$ cat config.mk
export PLATFORM = sky130hd
export DESIGN_NAME = reg_rd_burst
export DESIGN_NICKNAME = d
export VERILOG_FILES = /design/src/rtl/reg_rd_burst.sv
export SDC_FILE = /design/constraint.sdc
export NUM_CORES = 1
export LEC_CHECK = 0
export CAP_MARGIN = 15
export CORE_ASPECT_RATIO = 0.75
export CORE_MARGIN = 2
export CORE_UTILIZATION = 60
export DETAILED_ROUTE_END_ITERATION = 6
export DONT_BUFFER_PORTS = 1
export GPL_TIMING_DRIVEN = 0
export PLACE_DENSITY = 0.76
export SLEW_MARGIN = 10
export SYNTH_ARGS = -nofsm -noshare
export SYNTH_HDL_FRONTEND = slang
export SYNTH_SLANG_ARGS = --single-unit
$ cat constraint.sdc
create_clock -name i_clk -period 3.1 [get_ports i_clk]
set_input_delay 0.31 -clock i_clk [delete_from_list [all_inputs] [get_ports i_clk]]
set_output_delay 0.31 -clock i_clk [all_outputs]
set_load 0.02 [all_outputs]
$ cat src/rtl/reg_rd_burst.sv
// Burst read sequencer: turns one {base, length} command into single reads on the
// register read channel and streams the returned words out through a small FWFT FIFO.
module reg_rd_burst #(
    parameter int K_DWIDTH     = 8,
    parameter int K_AWIDTH     = 16,
    parameter int K_LWIDTH     = 8,
    parameter int K_FIFO_DEPTH = 4,
    parameter int K_TIMEOUT    = 15
) (
    input  logic                i_clk,
    input  logic                i_rst_n,
    input  logic                i_start,
    input  logic [K_AWIDTH-1:0] i_base_addr,
    input  logic [K_LWIDTH-1:0] i_len,
    output logic                o_busy,
    output logic                o_done,
    output logic                o_err,
    output logic [K_AWIDTH-1:0] o_rd_addr,
    output logic                o_rd_read,
    input  logic [K_DWIDTH-1:0] i_rd_data,
    input  logic                i_rd_valid,
    output logic [K_DWIDTH-1:0] o_data,
    output logic                o_data_valid,
    input  logic                i_data_ready
);
    localparam int K_PW = (K_FIFO_DEPTH > 1) ? $clog2(K_FIFO_DEPTH) : 1;
    localparam int K_CW = $clog2(K_FIFO_DEPTH + 1);
    localparam int K_TW = $clog2(K_TIMEOUT + 1);

    typedef enum logic [1:0] {S_IDLE, S_ISSUE, S_WAIT, S_DRAIN} state_t;

    state_t              state;
    state_t              state_nxt;
    logic [K_AWIDTH-1:0] addr;
    logic [K_LWIDTH-1:0] rem;
    logic [K_TW-1:0]     tcnt;
    logic                done_q;
    logic                err_q;

    logic [K_DWIDTH-1:0] mem [K_FIFO_DEPTH];
    logic [K_PW-1:0]     wptr;
    logic [K_PW-1:0]     rptr;
    logic [K_CW-1:0]     count;

    logic fifo_full;
    logic fifo_empty;
    logic start_ok;
    logic start_nop;
    logic issue;
    logic accept;
    logic expire;
    logic push;
    logic pop;
    logic flush;

    assign fifo_full  = (count == K_CW'(K_FIFO_DEPTH));
    assign fifo_empty = (count == '0);
    assign start_ok   = (state == S_IDLE) && i_start && (i_len != '0);
    assign start_nop  = (state == S_IDLE) && i_start && (i_len == '0);
    assign issue      = (state == S_ISSUE) && !fifo_full;
    // The read pulse lives in ISSUE, so a valid seen in WAIT is always after it.
    assign accept     = (state == S_WAIT) && i_rd_valid;
    assign expire     = (state == S_WAIT) && !i_rd_valid && (tcnt == K_TW'(1));
    assign push       = accept;
    assign pop        = !fifo_empty && i_data_ready;
    assign flush      = expire;

    always_ff @(posedge i_clk or negedge i_rst_n) begin
        if (!i_rst_n) begin
            state <= S_IDLE;
        end else begin
            state <= state_nxt;
        end
    end

    always_comb begin
        state_nxt = state;
        case (state)
            S_IDLE: begin
                if (start_ok) state_nxt = S_ISSUE;
            end
            S_ISSUE: begin
                if (!fifo_full) state_nxt = S_WAIT;
            end
            S_WAIT: begin
                if (accept) begin
                    state_nxt = (rem == K_LWIDTH'(1)) ? S_DRAIN : S_ISSUE;
                end else if (expire) begin
                    state_nxt = S_IDLE;
                end
            end
            S_DRAIN: begin
                if (fifo_empty) state_nxt = S_IDLE;
            end
            default: state_nxt = S_IDLE;
        endcase
    end

    always_comb begin
        o_busy       = (state != S_IDLE);
        o_rd_read    = issue;
        o_rd_addr    = addr;
        o_done       = done_q;
        o_err        = err_q;
        o_data_valid = !fifo_empty;
        o_data       = fifo_empty ? '0 : mem[rptr];
    end

    // addr only advances when another read follows, so it keeps the last issued address.
    always_ff @(posedge i_clk or negedge i_rst_n) begin
        if (!i_rst_n) begin
            addr   <= '0;
            rem    <= '0;
            tcnt   <= '0;
            done_q <= 1'b0;
            err_q  <= 1'b0;
        end else begin
            done_q <= start_nop || expire || ((state == S_DRAIN) && fifo_empty);
            err_q  <= expire;
            if (start_ok) begin
                addr <= i_base_addr;
                rem  <= i_len;
            end
            if (issue) begin
                tcnt <= K_TW'(K_TIMEOUT);
            end else if ((state == S_WAIT) && !i_rd_valid) begin
                tcnt <= tcnt - K_TW'(1);
            end
            if (accept) begin
                rem <= rem - K_LWIDTH'(1);
                if (rem != K_LWIDTH'(1)) addr <= addr + K_AWIDTH'(1);
            end
        end
    end

    always_ff @(posedge i_clk or negedge i_rst_n) begin
        if (!i_rst_n) begin
            wptr  <= '0;
            rptr  <= '0;
            count <= '0;
        end else if (flush) begin
            wptr  <= '0;
            rptr  <= '0;
            count <= '0;
        end else begin
            if (push) wptr <= wptr + K_PW'(1);
            if (pop) rptr <= rptr + K_PW'(1);
            if (push && !pop) begin
                count <= count + K_CW'(1);
            end else if (!push && pop) begin
                count <= count - K_CW'(1);
            end
        end
    end

    // Push never coincides with a flush: a timeout requires the absence of valid.
    always_ff @(posedge i_clk) begin
        if (push) mem[wptr] <= i_rd_data;
    end

endmodule

-- Word-level counts from Yosys, hierarchy flattened
Memory sizes are Yosys's and may differ from the RTL's.
Cells that the tools add are included.
- bits in registers: 39
- logic and storage cells: 81
- memories: 1
- bits in writable memories: 32
- equal/unequal tests: 11
- reductions and logical operators: 29
- add/subtract/negate cells: 7
- multiplexer cells: 24
- memories (memory ; words ; width ; rd ports ; clocked after memory_dff ; write ports ; RTL line ; text):
    mem ; 4 ; 8 ; 1 ; 0 ; 1 ; 40 ; logic [K_DWIDTH-1:0] mem [K_FIFO_DEPTH];
- operator list (cell ; count):
    $mux 16 ; 3
    $mux 8 ; 3
    $mux 2 ; 10
    $add 16x1->16 const B ; 1
    $logic_and 1x1->1 ; 11
    $reduce_bool 2->1 ; 5
    $mux 3 ; 3
    $eq 8x1->1 const B ; 1
    $logic_not 8->1 ; 1
    $mux 4 ; 2
    $ne 8x1->1 const B ; 1
    $pmux 2 s4 ; 1
    $reduce_bool 8->1 ; 1
    $sub 8x1->8 const B ; 1
    $ne 2x2->1 const B ; 3
    $logic_not 1->1 ; 5
    $add 2x1->2 const B ; 2
    $eq 2x2->1 const B ; 2
    $eq 4x1->1 const B ; 1
    $reduce_and 4->1 ; 1
    $sub 4x1->4 const B ; 1
    $add 3x1->3 const B ; 1
    $eq 3x3->1 const B ; 1
    $logic_not 3->1 ; 1
    7 further kinds ; 9

-- Longest topological paths before layout
Gate-level depths: netlist of run 1.
- word-level depth: 7
- gate-level depth with buffers: 7
- mapped depth without buffers: 6

-- Worst setup path before layout of run 1
OpenSTA, ideal clock, no wires.
- path kind: reg-to-reg
- start: register rem[0]
- end: register addr[10], in the netlist o_rd_addr[10]
- stages on the path, launching flop included: 7
- slack: 1375 ps
- buffers on the path: 1
- data arrival time: 1603 ps
- cells stage by stage: dfrtp_1 > ha_1 > nor3b_1 > a21oi_1 > buf_2 > mux2i_1 > o221a_2
- word-level cells in the longest chain between the ends: 3
- ends and longest elaborated chain (element ; RTL line ; text):
    from (decl) ; 35 ; logic [K_LWIDTH-1:0] rem;
    from (signal assigned) ; 122 ; rem <= i_len;
    from (signal assigned) ; 130 ; rem <= rem - K_LWIDTH'(1);
    $ne 8x1->1 ; 131 ; if (rem != K_LWIDTH'(1)) addr <= addr + K_AWIDTH'(1);
    $mux 16 ; 131 ;
    $mux 16 ; 129 ; if (accept) begin
    to (signal assigned) ; 121 ; addr <= i_base_addr;
    to (signal assigned) ; 131 ;
    to (decl) ; 34 ; logic [K_AWIDTH-1:0] addr;
No other way between the ends.
A chain may end at the register's enable or synchronous reset.

-- Worst setup path after layout of run 1
- start: register state[0]
- end: output port o_rd_read
- word-level cells in the longest chain between the ends: 2
- ends and longest elaborated chain (element ; RTL line ; text):
    from (decl) ; 32 ; state_t state;
    from (signal assigned) ; 72 ; state <= state_nxt;
    $eq 2x1->1 ; 60 ; assign issue = (state == S_ISSUE) && !fifo_full;
    $logic_and 1x1->1 ; 60 ;
    to (decl) ; 19 ; output logic o_rd_read,
No other way between the ends.

==> results of run 1 <==
-- cells by family after synthesis --
logic type      share of synthesized area
xor+xnor                           0.0119
fa+ha+maj                          0.0361
buf+inv                            0.0398
simple gates                        0.187
flops                               0.527
mux                                0.0848
compound gates                      0.114
-- registers in the layout, indices dropped and copies added (netlist names) --
| signal | count |
|---|---|
| count | 3 |
| mem | 32 |
| o_done | 1 |
| o_err | 1 |
| o_rd_addr | 16 |
| rem | 8 |
| rptr | 2 |
| state | 2 |
| tcnt | 4 |
| wptr | 2 |
-- worst max path at each step --
stage	from	endpoint	slack (ns)
after floorplan	rem[0]	o_rd_addr[10]	1.37
after global placement	rem[1]	o_rd_addr[15]	1.10
after detailed placement	rem[1]	o_rd_addr[15]	1.01
after CTS	state[0]	o_rd_read	0.92
after global routing	rem[1]	o_rd_addr[15]	0.79
final	state[0]	o_rd_read	0.95
-- area by class of cell --
cell class                      count  area [sq um]  share of cell area
Buffer                             15          86.3              0.0216
Clock buffer                       10           128              0.0319
Clock inverter                      6          70.1              0.0175
Inverter                           16          60.1              0.0150
Multi-Input combinational cell    211          1590               0.398
Sequential cell                    71          1940               0.484
Tap cell                           78          97.6              0.0244
Timing Repair Buffer                2          30.0             0.00751
-- routing by layer --
| layer | track usage | wire [microns] | vias to the layer above |
|---|---|---|---|
| li1 | - | - | 1202 |
| met3 | 0.0904 | 729 | 9 |
| met5 | 0 | 0 | - |
| met1 | 0.350 | 3430 | 1248 |
| met4 | 0.0741 | 70 | 0 |
| met2 | 0.383 | 3550 | 110 |
-- cells in the final DEF (no fill, tap or decap), types with 3 or more instances in the layout --
| cell type | Yosys | layout |
|---|---|---|
| dfrtp_1 | 39 | 39 |
| edfxtp_1 | 32 | 32 |
| nand2_1 | 25 | 25 |
| nor2_1 | 18 | 18 |
| inv_1 | 16 | 16 |
| and2_1 | 15 | 15 |
| nand3_1 | 13 | 13 |
| mux2i_1 | 12 | 12 |
| a21oi_1 | 10 | 10 |
| nor3_1 | 10 | 10 |
| ha_1 | 9 | 9 |
| clkbuf_8 | 0 | 9 |
| mux4_2 | 8 | 8 |
| clkbuf_1 | 6 | 7 |
| o21ai_0 | 7 | 7 |
| buf_2 | 6 | 6 |
| nand4_1 | 6 | 6 |
| and3_1 | 6 | 6 |
| a211oi_1 | 6 | 6 |
| nor3b_1 | 5 | 5 |
| o221a_2 | 5 | 5 |
| and4_1 | 4 | 4 |
| xnor2_1 | 4 | 4 |
| buf_6 | 3 | 3 |
| o21a_1 | 3 | 3 |
| a21o_1 | 3 | 3 |
| o32ai_1 | 3 | 3 |
| clkinvlp_4 | 0 | 3 |
-- where the power goes --
group	internal [uW]	switching [uW]	total (uW)
Combinational	582	784	1370
Sequential	1240	444	1680
Clock	376	356	732
Total	2200	1580	3780
-- metrics by stage --
stage	hold slack [ns]	worst slack, ns	area [sq um]	util	power (uW)
after CTS	0.0387	0.924	4000	0.683	3790
after global routing	0.0287	0.787	4000	0.683	4040
after floorplan	0.0144	1.37	3670	-	2730
final	0.0517	0.948	4000	0.683	3780
after global placement	0.0152	1.10	3770	0.644	2990
after detailed placement	0.0152	1.01	3770	0.644	3050
==> reports/metrics.cfg, run 1 <==
[yosys]
synthesis.area_per_instance_sq_um = 11.7
synth_top_area_frac = 0.266
synthCells = 313
ys_types = 57
yosysWarnings = 0
yosysTopAreaCell = dfrtp_1
ys_top_cells_by_count = dfrtp_1 (39), edfxtp_1 (32), nand2_1 (25)
synth_edf_count = 32
ys_seq_elements = 71
syn_area_sq_mm = 0.00367
synthArstFlopShare = 0.549
ys_seq_area_frac = 0.527
yosysMostFrequentCell = dfrtp_1
synthTopCellsByArea = dfrtp_1 (27%), edfxtp_1 (26%), mux4_2 (4.9%)
synthFlopType = dfrtp_1
synth_nets = 360

[worst_setup_path]
cp-end-kind = primary output
critical-path-top-delay-family = buffers and inverters
cp.depth = 3
slowest_delay_ns = 0.55
critPathKind = flop to primary output
cp_slowest_cell = or3b_2
critPathRequiredTime_ns = 2.79
reg2reg_from = rem[1]
path_cells = clkbuf_1 > or3b_2 > inv_1
path_buf_inv = 2
critPathMaxFanout = 10
rr_endpoint = o_rd_addr[15]
r2r_setup_slack_ns = 0.96
worstPathArrival_ns = 1.84
setup.worst_path.start_class = flop
ff2ff_path_depth = 7

[drt]
drt-wirelength-per-cell_microns = 19.0
drtAntennaViolNets = 0
drc = 0
via_per_inst = 6.28
num_vias = 2569
routed_wl_mm = 7.78
drtPass1Iterations = 4
drt_iter0_markers = 220

[clock_network]
cts_sinks = 71
numCtsBuffers = 9
cts_resized = 0
postCtsSetupRepairBufs = 0
postCtsHoldBufs = 2
htree_levels = 3
path_clk_slew_ns = 0.08
clk_path_buf_depth = 2
cts_tree = yes
clockRootBuffer = clkbuf_8
insertion_delay_ns = 0.35

[cells_and_area]
fin_nets = 373
drive_gt1_frac = 0.154
area_growth_pct = 8.85
fill_cells = 449
finalNonFillerCells = 409
diodes = 0

[placement]
dp_hpwl_mm = 5.49
gp_congestion = 0.848
dp_cells = 391
io_buffers = 0

[hold_path]
hp-start = i_rd_data[5]
hold_end = mem[2][5]
holdPathStages = 0
hold_path_class = primary input to flop

[grt]
grt_usage = 0.253
grt_pass1_vias = 2605
overflow = 0
antenna_found_initial = 0
grt_pass1_wl_mm = 13.0
grt_max_degree = 40

[floorplan]
die_h_microns = 71.8
dieArea_sq_mm = 0.00677
die_w_microns = 94.4
rows = 24
boundaryPins = 66
start_util = 0.628
core_area_sq_mm = 0.00586

[timing]
worstMarginPinSlew_ns = 0.695
setup_viol = 0
fin_crit_sh = 0.694
min_period_ns = 2.15
finalMaxSlewViolations = 0
rsz0062_at_grt = no
slew_headroom = 0.537
clock_skew_ns = 0.0107
hold_violations = 0
max_freq_ghz = 0.465
timing.setup.tns_ns = 0

[power]
ir_worst_vdd_uv = 645
leakage_uw = 0.00153
powerDensity_mw_per_mm2 = 945

[run_status]
status = complete, no violations

[run]
drv_cap = 0

Note: power is estimated with default switching activity, not from simulation.
==> run 2, diff against run 1 <==
==> constraint.sdc (replaced) <==
create_clock -name i_clk -period 2 [get_ports i_clk]
set_input_delay 0.2 -clock i_clk [delete_from_list [all_inputs] [get_ports i_clk]]
set_output_delay 0.2 -clock i_clk [all_outputs]
set_load 0.02 [all_outputs]
==> run 2 against run 1 <==
  * Non-clock buffer count up 13
  * Sequential cell count unchanged
  * Final cell count is 3.2% higher
  * First-iteration DRC count grew 9.5%
  * Wire length rose by 2.8%
  * Clock power up 56%
  * Critical path depth stayed put
  * Die area is the same
  * Combinational power rose by 61%
  * Total power up 59%
  * Hold slack lost 0.035 ns
  * Critical path type unchanged
  * Highest routed layer unchanged
==> reports/metrics.cfg, run 2 (synthesis gave the netlist of run 1 again) <==
[run_status]
status = complete, no violations

[floorplan]
die_w_microns = 94.4
rows = 24
core_area_sq_mm = 0.00586
boundaryPins = 66
start_util = 0.628
die_h_microns = 71.8
dieArea_sq_mm = 0.00677

[cells_and_area]
drive_gt1_frac = 0.192
final_cell_mix = dfrtp_1 (36), edfxtp_1 (32), nand2_1 (25), nor2_1 (18)
fin_nets = 386
layout_commonest_cell = dfrtp_1
top_register = mem
fill_cells = 432
multi_input_area_sq_mm = 0.00162
final_util = 0.714
diodes = 0
regArea_sq_mm = 0.00194
area_growth_pct = 13.7
largest_reg_flops = 32

[timing]
clock_skew_ns = 0.0108
fin_ws_ns = 0.0989
hold_violations = 0
min_period_ns = 1.90
slew_headroom = 0.695
fin_crit_sh = 0.951
max_freq_ghz = 0.526
finalMaxSlewViolations = 0
setup_viol = 0
rsz0062_at_grt = no
worstMarginPinSlew_ns = 0.457

[run]
drv_cap = 0

[worst_setup_path]
ff2ff_path_depth = 6
critPathMaxFanout = 10
critPathRequiredTime_ns = 1.80
critPathLaunch = state[0]
r2r_setup_slack_ns = 0.1
reg2reg_from = rem[0]
worstPathArrival_ns = 1.70
setup.worst_path.start_class = flop
cp-end-kind = primary output
critPathKind = flop to primary output

[power]
ir_worst_vdd_uv = 1010
powerDensity_mw_per_mm2 = 1430
leakage_uw = 0.00160

[clock_network]
cts_tree = yes
clk_path_buf_depth = 2
numCtsBuffers = 9
insertion_delay_ns = 0.35
path_clk_slew_ns = 0.08
clockRootBuffer = clkbuf_8
cts_sinks = 71
htree_levels = 3

[grt]
grt_pass1_vias = 2649
grt_pass1_wl_mm = 13.1
overflow = 0
grt_max_degree = 40
antenna_found_initial = 0
grt_usage = 0.256

[drt]
via_per_inst = 6.10
drt-wirelength-per-cell_microns = 19.0
drt_iter0_markers = 241
routed_wl_mm = 8.00
drtAntennaViolNets = 0
drc = 0
num_vias = 2573
drtPass1Iterations = 4

[hold_path]
hold_path_class = primary input to flop
holdPathStages = 2
hp-start = i_len[4]

[placement]
gp_congestion = 0.848
io_buffers = 0
place_ws_ns = -0.0907
dp_hpwl_mm = 5.49

run 2: cell types whose count changed in the layout (fill, tap and decap cells not counted), sizes merged:
| cell | previous run | this run |
|---|---|---|
| dlygate4sd3 | 1 | 12 |
| buf | 10 | 14 |
| clkbuf | 16 | 14 |
run 2: what timing repair did:
| action | CTS | global route |
|---|---|---|
| setup endpoints to repair | 16 | 18 |
| endpoints found under the hold margin | 74 | 0 |
| buffers inserted | 0 | 4 |
| hold buffers | 13 | 0 |
| gates resized for setup | 4 | 13 |
| gates cloned | 0 | 0 |
| pin swaps | 0 | 2 |
run 2: critical path: stages (launching register included):
cell	delay (ns)
dfrtp_1	0.42
clkbuf_2	0.24
or3b_2	0.54
inv_2	0.15
run 2: worst paths after layout:
path | endpoint
setup / recovery | o_rd_read
max in group asynchronous | o_rd_addr[0]
hold / removal | rem[4]
hold reg to reg | tcnt[3]
setup reg to reg | o_rd_addr[10]
min in group asynchronous | rptr[1]
run 2: area by class of cell:
type,count,area share
Sequential cell,71,0.464
Multi-Input combinational cell,211,0.389
Timing Repair Buffer,17,0.0407
Clock buffer,10,0.0305
Tap cell,78,0.0234
Buffer,13,0.0213
Clock inverter,6,0.0168
Inverter,16,0.0144
run 2: power by group:
group | internal [uW] | leakage (uW) | switching [uW]
logic | 976 | 0.000777 | 1220
clock network | 582 | 0.0000891 | 555
registers | 1930 | 0.000731 | 733
run 2: layer usage:
metal,routed length [microns],track usage,up-vias
met1,3660,0.354,1260
met5,0,0,-
met3,595,0.0873,11
li1,-,-,1226
met2,3650,0.388,76
met4,85,0.0757,0
run 2: stage by stage:
step / hold WS (ns) / total power (uW) / std cells / instance area [sq um] / TNS, ns
global route: 0.00594 / 6390 / 422 / 4180 / 0
floorplan: -0.0956 / 4230 / 313 / 3670 / 0
CTS: 0.00924 / 5920 / 419 / 4120 / 0
finish: 0.0171 / 5990 / 422 / 4180 / 0
global placement: -0.0948 / 4640 / 391 / 3770 / 0
detailed placement: -0.0948 / 4730 / 391 / 3770 / -0.229
==> run 3, diff against run 2 <==
--- a/config.mk
+++ b/config.mk
@@ -13,6 +13,7 @@
 export DONT_BUFFER_PORTS = 1
 export GPL_TIMING_DRIVEN = 0
 export PLACE_DENSITY = 0.76
+export RECOVER_POWER = 100
 export SLEW_MARGIN = 10
 export SYNTH_ARGS = -nofsm -noshare
 export SYNTH_HDL_FRONTEND = slang
==> run 3 against run 2 <==
  * Clock power is essentially flat
  * Sequential cell count is the same
  * Clock skew grew 0.00060 ns
  * Cell area shrank 1.1%
  * Fmax shrank 0.28%
  * Global-route usage is the same
  * Sequential share of layout area grew 0.53 points
  * Critical endpoint is now o_data[2]
==> reports/metrics.cfg, run 3 (synthesis gave the netlist of run 1 again) <==
[clock_network]
path_clk_slew_ns = 0.08
clockRootBuffer = clkbuf_8
cts_tree = yes
clk_path_buf_depth = 2
cts_sinks = 71
htree_levels = 3
insertion_delay_ns = 0.35
numCtsBuffers = 9

[timing]
worstMarginPinSlew_ns = 0.986
fin_crit_sh = 0.953
timing.hold.ws_ns = 0.0198
min_period_ns = 1.91
setup_viol = 0
clock_skew_ns = 0.0114
hold_violations = 0
finalMaxSlewViolations = 0
rsz0062_at_grt = no
max_freq_ghz = 0.525
slew_headroom = 0.343

[worst_setup_path]
ff2ff_path_depth = 6
reg2reg_from = rem[0]
endpoint = o_data[2]
critPathRequiredTime_ns = 1.80
cp-end-kind = primary output
rr_endpoint = o_rd_addr[9]
worstPathArrival_ns = 1.71
critPathKind = flop to primary output
setup.worst_path.start_class = flop
critPathMaxFanout = 10
r2r_setup_slack_ns = 0.11
critPathLaunch = rptr[0]

[power]
leakage_uw = 0.00158
power.total_uw = 5930
comb_power_share = 0.361
power_switching_share = 0.419
powerDensity_mw_per_mm2 = 1440
ir_worst_vdd_uv = 1010
p_switching_uw = 2480
internal_power_uw = 3450
power.share.sequential = 0.447
pwr-share-clk = 0.192

[cells_and_area]
final_util = 0.706
drive_gt1_frac = 0.183
largest_reg_flops = 32
fin_nets = 386
top_register = mem
finalNonFillerCells = 422
diodes = 0
fill_cells = 439
area_growth_pct = 12.4
final_cell_mix = dfrtp_1 (36), edfxtp_1 (32), nand2_1 (25), nor2_1 (18)
layout_commonest_cell = dfrtp_1

[placement]
gp_congestion = 0.848
dp_cells = 391
io_buffers = 0
dp_hpwl_mm = 5.49

[run_status]
status = complete, no violations

[floorplan]
rows = 24
die_w_microns = 94.4
core_area_sq_mm = 0.00586
die_h_microns = 71.8
dieArea_sq_mm = 0.00677
boundaryPins = 66
start_util = 0.628

[grt]
grt_max_degree = 40
grt_pass1_wl_mm = 13.1
antenna_found_initial = 0
grt_pass1_vias = 2649
grt_usage = 0.256
overflow = 0

[hold_path]
hold_path_class = primary input to flop

[drt]
drt-wirelength-per-cell_microns = 18.8
drc = 0
num_vias = 2580
via_per_inst = 6.11
routed_wl_mm = 7.94
drt_iter0_markers = 193
drtPass1Iterations = 4
drtAntennaViolNets = 0

[run]
drv_cap = 0

[run 3: final cells by class]
cell class              count  area [sq um]  area share
repair buffers             17           155      0.0376
flip-flops and latches     71          1940       0.470
well taps                  78          97.6      0.0236
clock inverters             6          70.1      0.0170
clock buffers              10           128      0.0309
inverters                  16          60.1      0.0145
plain buffers              13          72.6      0.0176
multi-input cells         211          1610       0.389
[run 3: power groups by stage]
stage | Sequential (uW) | Combinational (uW) | Clock [uW]
floorplan | 2490 | 1740 | 0
global placement | 2600 | 2030 | 0
detailed placement | 2630 | 2100 | 0
CTS | 2600 | 2160 | 1150
global route | 2720 | 2380 | 1230
finish | 2650 | 2140 | 1140
[run 3: per-layer routing]
| layer | GRT usage | vias up | part of all wire |
|---|---|---|---|
| met4 | 0.0757 | 0 | 0.0083 |
| met1 | 0.354 | 1259 | 0.46 |
| met3 | 0.0873 | 9 | 0.071 |
| li1 | - | 1227 | - |
| met2 | 0.388 | 85 | 0.46 |
| met5 | 0 | - | 0 |
[run 3: through the flow]
step	cell area (sq um)	TNS, ns	setup slack (ns)
3_3_place_gp	3770	0	0.000739
3_5_place_dp	3770	-0.229	-0.0907
2_1_floorplan	3670	0	0.275
5_1_grt	4130	0	0.00668
4_1_cts	4120	0	0.000726
6_report	4130	0	0.0936
[run 3: how the worst min path moves through the flow]
stage                               start             to  slack (ns)  cells after the start
after floorplan                   i_rst_n       count[0]        -0.1                      0
after global placement            i_rst_n          o_err       -0.09                      0
after detailed placement          i_rst_n       count[2]       -0.09                      0
after CTS                 i_base_addr[13]  o_rd_addr[13]       0.009                      2
after global routing             i_len[4]         rem[4]       0.006                      2
final                            i_len[4]         rem[4]        0.02                      2
[run 3: what timing repair did]
| action | CTS | global route |
|---|---|---|
| setup endpoints to repair | 16 | 18 |
| pin swaps | 0 | 2 |
| gates resized for setup | 4 | 13 |
| buffers inserted | 0 | 4 |
| cloned | 0 | 0 |
| hold endpoints to repair | 74 | 0 |
| hold buffers | 13 | 0 |
[run 3: critical path: stages (launching register included)]
cell and delay [ns]:
dfrtp_1 0.33, clkbuf_4 0.25, mux4_2 0.52, and2_1 0.25
